$ cat config.mk
export PLATFORM = sky130hd
export DESIGN_NAME = pcie_aurora_frame_tx
export DESIGN_NICKNAME = d
export VERILOG_FILES = /design/src/rtl/pcie_aurora_frame_pkg.sv /design/src/rtl/pcie_aurora_frame_chk.sv /design/src/rtl/pcie_aurora_frame_tx.sv
export SDC_FILE = /design/constraint.sdc
export NUM_CORES = 1
export LEC_CHECK = 0
export BUFFER_PORTS_ARGS = -buffer_cell sky130_fd_sc_hd__buf_2
export CORE_MARGIN = 4
export CORE_UTILIZATION = 57
export DETAILED_ROUTE_END_ITERATION = 8
export PLACE_DENSITY_LB_ADDON = 0.08
export REMOVE_ABC_BUFFERS = 1
export SYNTH_ARGS = -nofsm -noshare
export SYNTH_HDL_FRONTEND = slang
export SYNTH_HIERARCHICAL = 1
export SYNTH_SLANG_ARGS = --single-unit
export TNS_END_PERCENT = 10
$ cat constraint.sdc
create_clock -name USER_CLK -period 5.8 [get_ports USER_CLK]
set_clock_uncertainty 0.15 [all_clocks]
set_input_delay 0.29 -clock USER_CLK [delete_from_list [all_inputs] [get_ports USER_CLK]]
set_output_delay 0.29 -clock USER_CLK [all_outputs]
set_load 0.01 [all_outputs]
$ cat src/rtl/pcie_aurora_frame_pkg.sv
// Shared types and constants for the PCIe-side Aurora TX framer.
package pcie_aurora_frame_pkg;

    localparam int LEN_W = 11;

    localparam logic [31:0] START_MARK_DEF = 32'h55AA_0001;
    localparam logic [31:0] DATA_MARK_DEF  = 32'h55AA_0003;
    localparam logic [31:0] END_MARK_DEF   = 32'h55AA_0002;

    typedef enum logic [2:0] {
        IDLE,
        START,
        ARB,
        HDR,
        PAYLOAD,
        CHK,
        END0,
        END1
    } state_t;

    // The frame counter saturates rather than wrapping so a long session never reports a small count.
    function automatic logic [15:0] sat_inc16(input logic [15:0] v);
        return (v == 16'hFFFF) ? v : v + 16'd1;
    endfunction

endpackage

$ cat src/rtl/pcie_aurora_frame_chk.sv
// XOR accumulator for the optional per-frame trailing check word.
// clr restarts the sum; when clr and en coincide the sum restarts at d.
module pcie_aurora_frame_chk (
    input  logic        clk,
    input  logic        rst,
    input  logic        clr,
    input  logic        en,
    input  logic [31:0] d,
    output logic [31:0] acc
);

    // Running XOR of every word accepted since the last clear.
    always_ff @(posedge clk or posedge rst) begin
        if (rst) begin
            acc <= 32'h0;
        end else if (clr) begin
            acc <= en ? d : 32'h0;
        end else if (en) begin
            acc <= acc ^ d;
        end
    end

endmodule

$ cat src/rtl/pcie_aurora_frame_tx.sv
// Aurora TX framer: START frame, fixed-length DATA frames, optional short
// flush frame, END frame carrying the DATA frame count.
// Optional build macro PCIE_AURORA_FRAME_CRC_EN appends an XOR check word
// (header ^ payload) to every DATA frame through a CHK state.
//
// state   | meaning
// IDLE    | waiting for a pending start with the channel up
// START   | presenting the single-word START frame
// ARB     | choosing full frame, flush frame, END, or wait
// HDR     | presenting the DATA frame header
// PAYLOAD | streaming FIFO words straight to the link
// CHK     | presenting the check word (CRC build only)
// END0    | presenting the END marker
// END1    | presenting the frame count, last word of the session
module pcie_aurora_frame_tx
    import pcie_aurora_frame_pkg::*;
#(
    parameter int          BURST_LEN  = 256,
    parameter logic [31:0] START_MARK = START_MARK_DEF,
    parameter logic [31:0] DATA_MARK  = DATA_MARK_DEF,
    parameter logic [31:0] END_MARK   = END_MARK_DEF
) (
    input  logic              USER_CLK,
    input  logic              RESET,
    input  logic              CHANNEL_UP,
    input  logic              adc_start,
    input  logic              adc_end,
    input  logic [LEN_W-1:0]  tx_rd_data_count,
    input  logic [31:0]       tx_rddata,
    output logic              tx_rden,
    output logic              tx_tvalid,
    output logic [31:0]       tx_data,
    output logic [3:0]        tx_tkeep,
    output logic              tx_tlast,
    input  logic              tx_tready,
    output logic              busy_o,
    output logic [15:0]       frame_cnt_o
);

    localparam logic [LEN_W-1:0] BURST_L = LEN_W'(BURST_LEN);

    state_t           state;
    logic             start_pend;
    logic             end_pend;
    logic [LEN_W-1:0] len_q;
    logic [LEN_W-1:0] wcnt;
    logic [31:0]      data_q;
    logic             tvalid_q;
    logic             tlast_q;
    logic             busy_q;
    logic [15:0]      frame_cnt_q;
    logic             xfer;

    assign xfer        = tvalid_q && tx_tready;
    // Payload words bypass the register so the FWFT head is sent without an extra cycle.
    assign tx_data     = (state == PAYLOAD) ? tx_rddata : data_q;
    assign tx_tvalid   = tvalid_q;
    assign tx_tlast    = tlast_q;
    assign tx_tkeep    = tvalid_q ? 4'hF : 4'h0;
    assign tx_rden     = (state == PAYLOAD) && tx_tready;
    assign busy_o      = busy_q;
    assign frame_cnt_o = frame_cnt_q;

`ifdef PCIE_AURORA_FRAME_CRC_EN
    localparam bit CRC_ON = 1'b1;
    logic [31:0] chk_acc;

    pcie_aurora_frame_chk u_chk (
        .clk (USER_CLK),
        .rst (RESET),
        .clr (state == HDR),
        .en  (xfer && ((state == HDR) || (state == PAYLOAD))),
        .d   (tx_data),
        .acc (chk_acc)
    );
`else
    localparam bit CRC_ON = 1'b0;
`endif

    // Session sequencing, pending-request capture and registered AXIS outputs.
    always_ff @(posedge USER_CLK or posedge RESET) begin
        if (RESET) begin
            state       <= IDLE;
            start_pend  <= 1'b0;
            end_pend    <= 1'b0;
            len_q       <= '0;
            wcnt        <= '0;
            data_q      <= 32'h0;
            tvalid_q    <= 1'b0;
            tlast_q     <= 1'b0;
            busy_q      <= 1'b0;
            frame_cnt_q <= 16'h0;
        end else begin
            if (adc_start && !busy_q)
                start_pend <= 1'b1;
            // An end request is meaningful once a session is active or about to start.
            if (adc_end && (busy_q || (state != IDLE) || start_pend || adc_start))
                end_pend <= 1'b1;

            if (!CHANNEL_UP) begin
                state      <= IDLE;
                tvalid_q   <= 1'b0;
                tlast_q    <= 1'b0;
                start_pend <= 1'b0;
                end_pend   <= 1'b0;
                busy_q     <= 1'b0;
            end else begin
                case (state)
                    IDLE: begin
                        if (start_pend) begin
                            state      <= START;
                            start_pend <= 1'b0;
                            tvalid_q   <= 1'b1;
                            data_q     <= START_MARK;
                            tlast_q    <= 1'b1;
                        end
                    end
                    START: begin
                        if (xfer) begin
                            state       <= ARB;
                            busy_q      <= 1'b1;
                            frame_cnt_q <= 16'h0;
                            tvalid_q    <= 1'b0;
                            tlast_q     <= 1'b0;
                        end
                    end
                    ARB: begin
                        if (tx_rd_data_count >= BURST_L) begin
                            state    <= HDR;
                            len_q    <= BURST_L;
                            tvalid_q <= 1'b1;
                            data_q   <= DATA_MARK;
                            tlast_q  <= 1'b0;
                        end else if (end_pend && (tx_rd_data_count != '0)) begin
                            state    <= HDR;
                            len_q    <= tx_rd_data_count;
                            tvalid_q <= 1'b1;
                            data_q   <= DATA_MARK;
                            tlast_q  <= 1'b0;
                        end else if (end_pend) begin
                            state    <= END0;
                            tvalid_q <= 1'b1;
                            data_q   <= END_MARK;
                            tlast_q  <= 1'b0;
                        end
                    end
                    HDR: begin
                        if (xfer) begin
                            state   <= PAYLOAD;
                            wcnt    <= len_q;
                            tlast_q <= (len_q == 11'd1) && !CRC_ON;
                        end
                    end
                    PAYLOAD: begin
                        if (xfer) begin
                            if (wcnt == 11'd1) begin
                                frame_cnt_q <= sat_inc16(frame_cnt_q);
`ifdef PCIE_AURORA_FRAME_CRC_EN
                                state   <= CHK;
                                data_q  <= chk_acc ^ tx_rddata;
                                tlast_q <= 1'b1;
`else
                                state    <= ARB;
                                tvalid_q <= 1'b0;
                                tlast_q  <= 1'b0;
`endif
                            end else begin
                                wcnt    <= wcnt - 11'd1;
                                tlast_q <= (wcnt == 11'd2) && !CRC_ON;
                            end
                        end
                    end
`ifdef PCIE_AURORA_FRAME_CRC_EN
                    CHK: begin
                        if (xfer) begin
                            state    <= ARB;
                            tvalid_q <= 1'b0;
                            tlast_q  <= 1'b0;
                        end
                    end
`endif
                    END0: begin
                        if (xfer) begin
                            state   <= END1;
                            data_q  <= {16'h0, frame_cnt_q};
                            tlast_q <= 1'b1;
                        end
                    end
                    END1: begin
                        if (xfer) begin
                            state    <= IDLE;
                            tvalid_q <= 1'b0;
                            tlast_q  <= 1'b0;
                            end_pend <= 1'b0;
                            busy_q   <= 1'b0;
                        end
                    end
                    default: begin
                        state    <= IDLE;
                        tvalid_q <= 1'b0;
                        tlast_q  <= 1'b0;
                    end
                endcase
            end
        end
    end

endmodule
---- Word level (Yosys, flattened, before mapping) ----
Index checks and enable logic that the tools add are counted.
cells by class
  $add $sub $neg .......................... 2
  $mul .................................... 0
  div/mod/pow operators ................... 0
  $lt $le $gt $ge ......................... 1
  equal/unequal tests ..................... 30
  shifts and indexed selects .............. 0
  multiplexer cells ....................... 59
  bitwise operators ....................... 0
  reduce and logical (&&, ||, !) cells .... 26
operators with widths
  kind                   count
  $mux 32                6
  $pmux 32 s3            1
  $mux 16                4
  $mux 11                5
  $mux 3                 11
  $pmux 16 s2            1
  $mux 1                 25
  $eq 11x1->1 const B    2
  $pmux 11 s2            1
  $pmux 3 s7             1
  $ne 3x3->1 const B     6
  $reduce_and 6->1       3
  $add 16x1->16 const B  1
  $eq 16x16->1 const B   1
  $ne 2x2->1 const B     8
  $eq 11x2->1 const B    1
  $ge 11x9->1 const B    1
  $reduce_bool 11->1     1
  $sub 11x1->11 const B  1
  $reduce_and 5->1       2
  $eq 3x3->1 const B     3
  $reduce_and 8->1       1
  $eq 3x2->1 const B     2
  $ne 3x2->1 const B     2
  other kinds (17)       28
storage, ports and cells
  register bits after elaboration ......... 78
  bits in latches ......................... 0
  memory bits (writable) .................. 0
  ROM bits ................................ 0
  bits of input ports ..................... 49
  output and inout bits ................... 56
  word-level logic and storage cells ...... 128
  memories kept ........................... 0

---- Depth between registers and ports, before layout ----
Gate-level depths: netlist of run 1.
  word-level depth ........................ 9
  depth in mapped cells ................... 8
  depth with buffers taken out ............ 7

---- Worst setup path after synthesis of run 1 ----
OpenSTA, ideal clock, no wires.
  kind .................................... register -> register
  start point ............................. register wcnt[5]
  end point ............................... register frame_cnt_q[4] (netlist: frame_cnt_o[4])
  setup time .............................. 126 ps
  data arrival time ....................... 1820 ps
  required time ........................... 5524 ps
  path slack .............................. 3704 ps
  stages on the path, launching flop included .. 7
  buffers on the path ..................... 1
  clock period less this slack ............ 2096 ps
  path through ............................ dfrtp_1 nor4_4 nand4b_1 a211oi_2 o21ai_2 buf_6 a221o_1
between the ends
  word-level cells in the longest chain between the ends .. 3
ends and longest elaborated chain
  what                               RTL line                     RTL
  start: declaration                 pcie_aurora_frame_tx.sv:46   logic [LEN_W-1:0] wcnt;
  start signal: assignment           pcie_aurora_frame_tx.sv:150  wcnt <= len_q;
  start signal: assignment           pcie_aurora_frame_tx.sv:168  wcnt <= wcnt - 11'd1;
  $eq 11x1->1                        pcie_aurora_frame_tx.sv:156  if (wcnt == 11'd1) begin
  $ne 2x1->1 (no source line)        n/a
  $reduce_and 6->1 (no source line)  n/a
  end signal: assignment             pcie_aurora_frame_tx.sv:157  frame_cnt_q <= sat_inc16(frame_cnt_q);
  end: declaration                   pcie_aurora_frame_tx.sv:51   logic [15:0] frame_cnt_q;
No other way between the ends.
A chain may end at the register's enable or synchronous reset.

---- Final worst setup path of run 1 ----
  start point ............................. register state[2]
  end point ............................... output tx_data[21]
between the ends
  word-level cells in the longest chain between the ends .. 2
ends and longest elaborated chain
  what                      RTL line                     RTL
  start: declaration        pcie_aurora_frame_tx.sv:42   state_t state;
  start signal: assignment  pcie_aurora_frame_tx.sv:83   state <= IDLE;
  start signal: assignment  pcie_aurora_frame_tx.sv:101  state <= IDLE;
  start signal: assignment  pcie_aurora_frame_tx.sv:111  state <= START;
  $eq 3x3->1                pcie_aurora_frame_tx.sv:56   assign tx_data = (state == PAYLOAD) ? tx_rddata : data_q;
  $mux 32                   pcie_aurora_frame_tx.sv:56
  end: declaration          pcie_aurora_frame_tx.sv:32   output logic [31:0] tx_data,
No other way between the ends.

==> out/summary.txt, run 1 <==
status: finished clean
max_cap viols: 0
Final setup viols: 0
Worst Setup End Kind: output pin
CTS Buf Count: 9
worst skew pair latency: 0.34 ns
Reg clk slew, reported paths: 0.07 ns
Fin Setup TNS: 0 ns
Logic pwr share: 42.9%
Final Cycle Share: 53.67%
Final nets: 606
CP top delay family: simple AND/OR/NAND/NOR gates
count of cell types in the netlist: 58
Post-route DRC: 0
drt wl/cell: 15.22 um
CTS Buffer Depth: 2
Top FF cell, synth: dfrtp_1
VDD IR max: 312.8 uV
DRT iter0 DRCs: 210
ratio of cells with drive above 1 in the final layout: 25.09%
dpl hpwl: 6575 um
critical path type: reg -> out
switching pwr: 0.0007668 W
clock network power share: 19.5%
P&R area growth vs syn: 17.44%
Pwr Density: 397.8 nW/um^2
initial antenna violation count: 0
core area: 6422 sq um
CTS tree: done
starting density of the core: 59.54%
Peak Freq: 321.2 MHz
WP data required: 5.36 ns
fin crit period: 3.113 ns
PortBufs: 104
YS warnings: 6
Hold Buf Count CTS: 0
Synth area leaders: dfrtp_1, nand2_1, o21ai_0, nor2_1, and2_1
gpl congestion: 0.8861
Die X: 89.91 um
#FFs+latches synth: 63
total grt overflow: 0
Post-synth ARST share: 100.0%
CP cell instances: or3b_2 > and2_1 > a21o_1 > buf_2
top-count cell post-synth: nand2_1
startpoint types: flip-flop
RSZ-0062 raised after global routing: false
Synth Cell Area: 3824 sq um
vias in the first global route: 3575
Vias/cell: 5.928
sw frac: 42.93%
CP max stage delay: 0.87 ns
WP buf/inv: 1
largest net degree at the start of global routing: 64
Slew @ Worst Pin: 1.144 ns
Cell Rows: 29
CTS H-Tree Depth: 3
Post-CTS Setup Repair Bufs: 0
via count: 3764
Die H: 89.91 um
worst min-delay path class: in -> async
Total GRT Usage: 24.55%
Syn Area/Cell: 8.170 sq um
DR pass1 iterations: 4
Total Power: 0.001786 W
Post-synth EDFFs: 0
number of inserted diodes: 0
most frequent cells after synthesis: nand2_1, dfrtp_1, o21ai_0
CTS Sinks: 63
remaining antenna violation count: 0
Seq/Total Area, Yosys: 41.23%
Final Hold Fails: 0
Power Internal: 0.001019 W
first-pass GRT wire length: 16570 um
CP arrival: 2.67 ns
max-slew violations: 0
leakage: 2.216 nW
critical path's slowest cell: or3b_2
CTS resizes: 0
Detailed Route WL: 9667 um
Crit Path Max Fanout: 43
cell count after synthesis: 468
Die ar.: 8083 sq um
Relative slew margins: 23.74%
part of the power in registers: 37.6%
root buffer cell: clkbuf_8
Synth top area share: 41.23%
leading area contributor after synthesis: dfrtp_1
I/O Pins: 105
-- kinds of logic (layout without fill, tap and decap cells) --
| family | after synthesis | count (layout) | share of synthesized area, % |
|---|---|---|---|
| DFF | 63 | 63 | 41.23 |
| adders and majority gates | 4 | 4 | 1.309 |
| AOI/OAI and AO/OA | 129 | 129 | 23.04 |
| buffers and inverters | 42 | 132 | 5.039 |
| muxes | 3 | 3 | 0.7854 |
| and+or+nand+nor | 227 | 227 | 28.60 |
-- stage by stage --
stage	cells	util, %	worst slack (ns)	area, sq um	hold slack (ns)
finish	635	69.92	2.687	4491	0.02231
global route	635	69.92	2.513	4491	0.05853
CTS	635	69.92	2.680	4491	0.04261
detailed placement	619	67.17	2.864	4314	0.3199
global placement	619	67.17	2.995	4314	0.3108
floorplan	435	-	2.325	3665	0.2686
-- cells in the final DEF, fill, tap and decap left out, types with 7 or more instances in the layout --
master	n
nand2_1	115
and3_1	10
o21ai_0	50
nand4_1	7
buf_2	104
a21o_1	11
and2_1	14
nor3_1	16
a21oi_1	12
nor2_1	24
inv_1	8
nand3_1	9
dfrtp_1	63
nor2b_1	7
clkbuf_8	11
-- power groups by stage --
stage | combinational (W) | sequential (W) | clock (W)
after detailed placement | 0.000762 | 0.000675 | 0
after CTS | 0.000770 | 0.000668 | 0.000354
after floorplan | 0.000495 | 0.000656 | 0
final | 0.000767 | 0.000671 | 0.000349
after global routing | 0.000862 | 0.000688 | 0.000379
after global placement | 0.000747 | 0.000671 | 0
-- worst register-to-register path, stage by stage, from the launching register on --
cell and delay, ns:
dfrtp_1 0.75, or3b_2 0.87, a31oi_1 0.37, o211ai_2 0.30, o21ai_0 0.29, o21ai_0 0.11
-- final timing paths --
path / start / end / slack, ns / cells after the start
worst max-delay path: state[2]$_DFFE_PP0P_ / tx_data[21] / 2.69 / 4
worst min-delay path: RESET / data_q[5]$_DFFE_PP0P_ / 0.02 / 3
worst max register to register: state[2]$_DFFE_PP0P_ / wcnt[3]$_DFFE_PP0P_ / 2.81 / 5
worst min register to register: data_q[6]$_DFFE_PP0P_ / data_q[6]$_DFFE_PP0P_ / 0.33 / 2
max in group asynchronous: RESET / frame_cnt_o[3]$_DFFE_PP0P_ / 4.96 / 3
min in group USER_CLK: adc_end / end_pend$_DFF_PP0_ / 0.05 / 3
-- sequential cells by signal, summed over array words and instances (netlist names) --
| signal | flops |
|---|---|
| data_q | 17 |
| frame_cnt_o | 16 |
| len_q | 11 |
| wcnt | 11 |
| state | 3 |
| busy_o | 1 |
| end_pend | 1 |
| start_pend | 1 |
| tx_tlast | 1 |
| tx_tvalid | 1 |
-- area by class of cell --
class,count,area (sq um)
multi-input combinational,363,2064
inverter,9,33.78
clock buffer,13,158.9
clock inverter,3,17.52
fill,558,1932
tap,77,96.34
timing repair buffer,107,543.0
sequential,63,1577
-- layer usage --
metal	GRT usage [%]	routed length (um)	vias to the layer above
li1	-	-	1830
met1	33.22	4348	1774
met2	39.16	4504	150
met3	6.260	708	10
met4	7.270	105	0
met5	0	0	-
No activity file was read; power rests on OpenSTA's default activity.
==> run 2: changes to the inputs <==
ABC_AREA = 1   (was not set)
CORE_UTILIZATION = 49   (was 57)
clock period = 2.55 ns   (was 5.8 ns; I/O delays follow)
==> out/summary.txt, run 2 <==
Fin Setup TNS: 0 ns
max-slew violations: 0
leakage: 2.687 nW
DRT iter0 DRCs: 162
post-place setup slack: 0.4850 ns
Synth area leaders: dfrtp_1, nand2_1, nor2_1, nand3_1, inv_1
worst skew pair latency: 0.34 ns
dpl hpwl: 7541 um
Die X: 99.14 um
Seq/Total Area, Yosys: 38.73%
CP cell instances: nor2_1 > nand2_2 > inv_2 > buf_4 > nand2_1 > nand2_1 > buf_2
most frequent CP cell: nand2_1
CP Launch Point: state[1]$_DFFE_PP0P_
max reg flops: 17
Vias/cell: 4.901
Detailed Route WL: 10220 um
fin crit period: 2.343 ns
dpl cell area: 4598 sq um
via count: 4053
Die ar.: 9829 sq um
worst reg2reg setup slack: 0.55 ns
Cell Rows: 32
first-pass GRT wire length: 17550 um
cell count after synthesis: 615
Post-synth ARST share: 100.0%
core area: 7888 sq um
Reg clk slew, reported paths: 0.08 ns
FF-to-FF Start: state[1]$_DFFE_PP0P_
Final nets: 774
Relative slew margins: 60.83%
commonest cells after routing, fill and taps aside: nand2_1, buf_2, nor2_1
worst hold start: tx_rd_data_count[8]
CP max stage delay: 0.48 ns
Hold Path Sink: len_q[1]$_DFFE_PP0P_
max_cap viols: 0
final setup margin: 0.2070 ns
initial antenna violation count: 0
RSZ-0062 raised after global routing: false
Worst R2R Path Depth: 8
critical path's slowest cell: dfrtp_1
WP buf/inv: 3
Crit Path Max Fanout: 25
Final Cycle Share: 91.88%
VDD IR max: 458.6 uV
Post-CTS Setup Repair Bufs: 0
number of inserted diodes: 0
Reg2Reg Capture Point: wcnt[6]$_DFFE_PP0P_
worst min-delay path class: in -> reg
CTS Sinks: 63
top-count cell post-synth: nand2_1
Synth Cell Area: 4070 sq um
startpoint types: flip-flop
drt wl/cell: 12.36 um
starting density of the core: 51.60%
ratio of cells with drive above 1 in the final layout: 21.66%
CP arrival: 2.07 ns
CTS Buf Count: 9
Synth top area share: 38.73%
Post-synth EDFFs: 0
CTS H-Tree Depth: 3
commonest non-fill, non-tap cell in the layout: nand2_1
Final Hold Fails: 0
P&R area growth vs syn: 20.53%
CP top delay family: buffers and inverters
Peak Freq: 426.8 MHz
DR pass1 iterations: 5
count of cell types in the netlist: 34
gpl congestion: 0.8832
YS warnings: 6
Die H: 99.14 um
Top FF cell, synth: dfrtp_1
Worst Setup End Kind: output pin
final core occ: 62.20%
finished layout cell area: 4906 sq um
total grt overflow: 0
Post-route DRC: 0
Total GRT Usage: 21.70%
Slew @ Worst Pin: 0.5859 ns
Total Power: 0.003392 W
PortBufs: 104
status: finished clean
WP data required: 2.27 ns
Pwr Density: 691.4 nW/um^2
largest net degree at the start of global routing: 55
#FFs+latches synth: 63
most frequent cells after synthesis: nand2_1, nor2_1, dfrtp_1
critical path type: reg -> out
Largest Register: data_q
Final setup viols: 0
CTS tree: done
Syn Area/Cell: 6.618 sq um
root buffer cell: clkbuf_8
CTS Buffer Depth: 2
leading area contributor after synthesis: dfrtp_1
remaining antenna violation count: 0
Hold Crit Depth: 5
I/O Pins: 105
vias in the first global route: 3850
run 2: metal layers:
| metal | track usage (%) | vias to the layer above | share of wire, % |
|---|---|---|---|
| met5 | 0 | - | 0 |
| met4 | 7.038 | 0 | 1.8 |
| met3 | 3.927 | 17 | 5.9 |
| met2 | 35.74 | 126 | 47 |
| met1 | 29.01 | 1807 | 46 |
| li1 | - | 2103 | - |
run 2: logic make-up after synthesis:
kind of cell,after synthesis,synth area share [%]
flip-flops,63,38.73
XOR/XNOR,11,2.367
buffers and inverters,82,9.253
AND/OR/NAND/NOR,412,42.39
adder cells (fa/ha/maj),4,1.230
AO/OA/AOI/OAI,43,6.026
run 2: final cells by class:
class | count | area, sq um
clock buffer | 12 | 155.1
clock inverter | 3 | 18.77
fill | 770 | 2982
inverter | 55 | 206.4
multi-input combinational | 470 | 2117
sequential | 63 | 1577
tap | 102 | 127.6
timing repair buffer | 122 | 704.4
run 2: through the flow:
step           hold WS, ns  cells
3_5_place_dp       0.06955    799
3_3_place_gp       0.06677    799
6_report            0.1044    827
4_1_cts            0.08899    827
5_1_grt             0.1031    827
2_1_floorplan       0.1138    588
run 2: power by group:
part / switching (W) / leakage, nW / internal [W] / total (W)
Sequential: 0.000167 / 0.839 / 0.00116 / 0.00133
Combinational: 0.000813 / 1.76 / 0.000474 / 0.00129
Clock: 0.000377 / 0.0922 / 0.000399 / 0.000776
Total: 0.00136 / 2.69 / 0.00204 / 0.00339
run 2: how the worst max path moves through the flow:
stage / endpoint / slack, ns / depth (start not counted)
final: tx_data[21] / 0.21 / 7
after global routing: tx_data[4] / 0.007 / 7
after CTS: tx_data[21] / 0.11 / 6
after detailed placement: tx_data[21] / 0.48 / 6
after global placement: tx_data[21] / 0.56 / 6
after floorplan: wcnt[5]$_DFFE_PP0P_ / 0.09 / 9
run 2: timing repair:
item	CTS	global route
hold buffers	13	0
endpoints found under the setup margin	0	8
hold endpoints to repair	36	0
resized for setup	0	1
run 2: worst min-delay path, cell delays in order:
cell     delay [ns]
buf_2          0.09
nor3_1         0.04
buf_4          0.16
nand2_1        0.06
o21ai_0        0.08
